### src/rtl/mem_arbiter_pkg.sv
// Shared types and widths for the two-master unified RAM arbiter.
// Imported by rr_pick2 and mem_arbiter.
package mem_arbiter_pkg;

   localparam int ADDR_W  = 16;
   localparam int DATA_W  = 16;
   localparam int RDATA_W = 32;
   localparam int CNT_W   = 16;

   typedef enum logic [1:0] {
      IDLE,
      ISSUE,
      RESP
   } arb_state_t;

   typedef logic mid_t;
   localparam mid_t M0 = 1'b0;
   localparam mid_t M1 = 1'b1;

   // Saturating increment used by the optional access statistics
   function automatic logic [CNT_W-1:0] sat_inc(input logic [CNT_W-1:0] v);
      return (v == '1) ? v : v + 1'b1;
   endfunction

endpackage

### src/rtl/mem_arbiter_pick.sv
// rr_pick2: combinational two-way picker; the last-grant pointer lives in mem_arbiter.
// A lone requester always wins; ties go round-robin or to m0 when FIXED_PRI is set.
module rr_pick2
   import mem_arbiter_pkg::*;
#(
   parameter bit FIXED_PRI = 1'b0
) (
   input  logic [1:0] req,
   input  mid_t       last,
   output mid_t       win,
   output logic       valid
);

   always_comb begin
      valid = |req;
      win   = M0;
      if (req == 2'b10) begin
         win = M1;
      end else if (req == 2'b11 && !FIXED_PRI && last == M0) begin
         win = M1;
      end
   end

endmodule

### src/rtl/mem_arbiter.sv
// mem_arbiter: shares the single-port unified RAM between the ktc16 core (m0) and a secondary master (m1).
// Optional MEM_ARBITER_STATS_EN adds saturating grant and conflict counters.
module mem_arbiter
   import mem_arbiter_pkg::*;
#(
   parameter int AW        = ADDR_W,
   parameter int DW        = DATA_W,
   parameter int RW        = RDATA_W,
   parameter int FIXED_PRI = 0
) (
   input  logic          clk,
   input  logic          reset,
   input  logic          m0_req,
   input  logic          m0_we,
   input  logic [AW-1:0] m0_addr,
   input  logic [DW-1:0] m0_wd,
   output logic          m0_gnt,
   output logic          m0_rvalid,
   output logic [RW-1:0] m0_rd,
   input  logic          m1_req,
   input  logic          m1_we,
   input  logic [AW-1:0] m1_addr,
   input  logic [DW-1:0] m1_wd,
   output logic          m1_gnt,
   output logic          m1_rvalid,
   output logic [RW-1:0] m1_rd,
   output logic          ram_we,
   output logic [AW-1:0] ram_addr,
   output logic [DW-1:0] ram_wd,
   input  logic [RW-1:0] ram_rd
`ifdef MEM_ARBITER_STATS_EN
   ,
   output logic [15:0]   stat_m0_cnt,
   output logic [15:0]   stat_m1_cnt,
   output logic [15:0]   stat_conflict_cnt
`endif
);

   arb_state_t    state;
   mid_t          lat_id;
   mid_t          last;
   logic          lat_we;
   logic [AW-1:0] lat_addr;
   logic [DW-1:0] lat_wd;

   mid_t          pick_id;
   logic          pick_valid;
   logic          sel_we;
   logic [AW-1:0] sel_addr;
   logic [DW-1:0] sel_wd;

   rr_pick2 #(
      .FIXED_PRI (FIXED_PRI != 0)
   ) u_pick (
      .req   ({m1_req, m0_req}),
      .last  (last),
      .win   (pick_id),
      .valid (pick_valid)
   );

   assign sel_we   = (pick_id == M1) ? m1_we   : m0_we;
   assign sel_addr = (pick_id == M1) ? m1_addr : m0_addr;
   assign sel_wd   = (pick_id == M1) ? m1_wd   : m0_wd;

   // Address/data always show the latched access; the strobe is gated by reset so an aborted write never lands
   assign ram_addr = lat_addr;
   assign ram_wd   = lat_wd;
   assign ram_we   = (state == ISSUE) && lat_we && !reset;

   // Access sequencer: arbitrate in IDLE/RESP, drive the RAM in ISSUE, return read data in RESP
   always_ff @(posedge clk) begin
      if (reset) begin
         state     <= IDLE;
         last      <= M1;
         lat_id    <= M0;
         lat_we    <= 1'b0;
         lat_addr  <= '0;
         lat_wd    <= '0;
         m0_gnt    <= 1'b0;
         m1_gnt    <= 1'b0;
         m0_rvalid <= 1'b0;
         m1_rvalid <= 1'b0;
         m0_rd     <= '0;
         m1_rd     <= '0;
      end else begin
         m0_gnt    <= 1'b0;
         m1_gnt    <= 1'b0;
         m0_rvalid <= 1'b0;
         m1_rvalid <= 1'b0;
         case (state)
            ISSUE: begin
               if (lat_we) begin
                  state <= IDLE;
               end else begin
                  state <= RESP;
                  if (lat_id == M1) begin
                     m1_rd     <= ram_rd;
                     m1_rvalid <= 1'b1;
                  end else begin
                     m0_rd     <= ram_rd;
                     m0_rvalid <= 1'b1;
                  end
               end
            end
            default: begin
               if (pick_valid) begin
                  state    <= ISSUE;
                  lat_id   <= pick_id;
                  lat_we   <= sel_we;
                  lat_addr <= sel_addr;
                  lat_wd   <= sel_wd;
                  last     <= pick_id;
                  m0_gnt   <= (pick_id == M0);
                  m1_gnt   <= (pick_id == M1);
               end else begin
                  state <= IDLE;
               end
            end
         endcase
      end
   end

`ifdef MEM_ARBITER_STATS_EN
   logic arb_slot;
   assign arb_slot = (state == IDLE) || (state == RESP);

   // Grants are counted in their ISSUE cycle; conflicts only in cycles where arbitration actually runs
   always_ff @(posedge clk) begin
      if (reset) begin
         stat_m0_cnt       <= '0;
         stat_m1_cnt       <= '0;
         stat_conflict_cnt <= '0;
      end else begin
         if (m0_gnt) begin
            stat_m0_cnt <= sat_inc(stat_m0_cnt);
         end
         if (m1_gnt) begin
            stat_m1_cnt <= sat_inc(stat_m1_cnt);
         end
         if (arb_slot && m0_req && m1_req) begin
            stat_conflict_cnt <= sat_inc(stat_conflict_cnt);
         end
      end
   end
`endif

endmodule

### config.mk
export PLATFORM = sky130hd
export DESIGN_NAME = mem_arbiter
export DESIGN_NICKNAME = d
export VERILOG_FILES = /design/src/rtl/mem_arbiter_pkg.sv /design/src/rtl/mem_arbiter_pick.sv /design/src/rtl/mem_arbiter.sv
export SDC_FILE = /design/constraint.sdc
export NUM_CORES = 1
export LEC_CHECK = 0
export ABC_AREA = 0
export CORE_MARGIN = 4
export CORE_UTILIZATION = 37
export DETAILED_ROUTE_END_ITERATION = 6
export PLACE_DENSITY = 0.77
export SYNTH_ARGS = -nofsm -noshare
export SYNTH_HDL_FRONTEND = slang
export SYNTH_SLANG_ARGS = --single-unit
### constraint.sdc
create_clock -name clk -period 1.25 [get_ports clk]
set_input_delay 0.125 -clock clk [delete_from_list [all_inputs] [get_ports clk]]
set_output_delay 0.125 -clock clk [all_outputs]
set_load 0.05 [all_outputs]
==> reports/metrics.cfg <==
[timing]
rsz0062_at_grt = yes
setup_viol = 95
final-max-slew-violation-count = 0
finalSetupTns_ns = -7.61
setup_slack_ns = -0.148
slew_headroom_pct = 77.6
period_needed_ns = 1.40
clock_skew_ns = 0.00445
period_share_pct = 112
fmax_mhz = 715
worst_pin_slew_ns = 0.336
hold_viol = 0

[floorplanning]
die_h_um = 115
die_area_mm2 = 0.0131
chipWidth_um = 115
fp.coreArea_mm2 = 0.0110
io_pins = 203
num_rows = 38
initial_core_util_pct = 38.3

[clock_network]
postCtsHoldBufs = 0
cts_max_level = 3
clk_path_buf_depth = 2
clock_sinks = 105
clkTransAtPathRegs_ns = 0.07
cts_tree = yes
insertion_delay_ns = 0.33
numCtsBuffers = 9
cts_root_buf = clkbuf_16

[global_route]
grt_pass1_vias = 4450
antenna_found_initial = 0
grt_usage_pct = 21.5
grt.overflow.total = 0
grt_first_pass_wirelength_um = 22200
grt_max_degree = 59

[placed_design]
gp_congestion = 0.835
port-buffer-count = 202
dpl.hpwl_um = 10400

[worst_setup_path]
start_kind = register
critical-path-max-stage-delay_ns = 0.33
critPathKind = register to output pin
path_cells = nand2b_4 -> buf_6 -> nor3b_4 -> buf_12
crit_buf_inv = 2
rr_worst_depth = 4
critPathSlowestCell = dfxtp_2
critPathTopFamily = simple AND/OR/NAND/NOR gates
crit_fanout = 3
cp.required_ns = 1.12
arrival_ns = 1.27
path_depth = 4
worstSetupEndpointType = output pin

[pwr]
power.density_mw_per_mm2 = 1160
power_frac_clock_pct = 28.7
p_comb_share_pct = 31.6
intPower_uw = 6630
p_sw_share_pct = 30.8
ir_worst_vdd_mv = 0.637
seqPwrFrac_pct = 39.7
p_leak_uw = 0.00305
total_power_uw = 9580
switchingPower_uw = 2950

[run_status]
outcome = finished with violations
violations = negative setup slack

[drt]
post_drt_wl_per_cell_um = 18.1
drtIter0Drc = 333
vias = 4466
via_per_inst = 5.27
firstDrtPassIters = 5
route.detailed.drc = 0
totalWireLength_um = 15300
detail-route-antenna-nets = 0

[worst_hold_path]
hold_depth = 2
holdCritPathClass = input port to register

[yosys]
syn_inst = 499
ys_warn_count = 0
ys_types = 23
ys_ff_latch = 105
yosysSeqAreaShare_pct = 50.0
synth.avg_cell_area_um2 = 8.43
synth_area_mm2 = 0.00421
synth_fp_nets = 601

[layout]
layout_common_cells = nand2_1, buf_12, dfxtp_1
final_common_cell = nand2_1
drive_above_1_share_pct = 34.5
syn_to_final_growth_pct = 96.2
utilization_pct = 75.2
area.sequential_mm2 = 0.00211
multi_input_area_mm2 = 0.00206
fill_cells = 701
final_nets = 804
diodes = 0

[run]
cap_violations = 0

-- state kept, by name, indices dropped and copies added, names as in the netlist --
signal	cells
lat_we	1
state	2
last	1
m0_rd	32
m0_rvalid	1
lat_id	1
m1_gnt	1
ram_addr	16
m1_rd	32
ram_wd	16
m1_rvalid	1
m0_gnt	1
-- final cells by class --
class                           count  area share [%]
Clock buffer                        9            2.73
Clock inverter                      7           0.864
Inverter                            1          0.0455
Multi-Input combinational cell    346            25.0
Sequential cell                   105            25.5
Tap cell                          140            2.12
Timing Repair Buffer              239            43.7
-- routing by layer --
layer / vias up / track usage (%) / wire length (um)
met5: - / 0 / 0
met2: 234 / 38.3 / 7660
li1: 2091 / - / -
met4: 0 / 7.52 / 293
met1: 2117 / 23.8 / 5800
met3: 24 / 7.03 / 1570
-- worst paths after layout --
kind | start | endpoint | slack (ns)
worst max-delay path | state[1] | ram_we | -0.15
worst min-delay path | reset | state[0] | 0.14
worst max register to register | state[1] | m0_rd[18] | -0.15
worst min register to register | m0_rd[8] | m0_rd[8] | 0.49
-- cells by family (layout without fill, tap and decap cells) --
family / after synthesis / count (layout) / synth area share [%]
AO/OA/AOI/OAI: 136 / 136 / 24.1
buffers and inverters: 48 / 256 / 6.10
flip-flops: 105 / 105 / 50.0
AND/OR/NAND/NOR: 210 / 210 / 19.9
-- synth_stat cells --
cell type	number	area, um^2
nor4bb_1	1	10.0
nor4b_2	1	15.0
nand2b_1	1	6.26
dfxtp_1	105	2100
a21oi_1	99	495
inv_1	1	3.75
clkbuf_1	24	90.1
buf_6	8	90.1
a311oi_2	30	450
a311o_1	1	10.0
nand2_1	196	736
a21boi_2	1	11.3
nand4bb_1	1	11.3
nor3_1	2	10.0
or4b_1	1	10.0
and2_4	1	8.76
nor2_1	4	15.0
a311oi_1	3	26.3
or2_1	1	6.26
buf_2	13	65.1
a21bo_2	2	20.0
buf_1	2	7.51
nor3b_1	1	7.51
-- worst register-to-register path, stage by stage, from the launching register on --
cell	delay, ns
dfxtp_2	0.33
or4b_1	0.57
buf_12	0.20
nand2_1	0.11
a21oi_1	0.07
-- power groups by stage --
stage | Sequential (uW) | Clock [uW] | Combinational [uW]
after global routing | 3820 | 2950 | 3170
after CTS | 3800 | 2810 | 2930
after detailed placement | 3870 | 0 | 2830
after floorplan | 4440 | 0 | 719
after global placement | 3860 | 0 | 2780
final | 3800 | 2750 | 3030
-- per-stage QoR --
stage                     setup slack [ns]  hold WS (ns)  instance area, um^2  instances
after floorplan                    -0.0994         0.261                 4240        499
after global placement              -0.281         0.469                 7520        819
after detailed placement            -0.387         0.476                 7520        819
after CTS                           -0.168         0.121                 7980        841
after global routing                -0.226         0.132                 8250        847
final                               -0.148         0.137                 8250        847
-- timing repair --
item                       in CTS  in global routing
gates cloned                    3                  6
pin swaps                       9                 22
setup buffers                   3                  2
resized for setup              19                 47
setup endpoints to repair      86                 98
(Power assumes the default switching activity.)
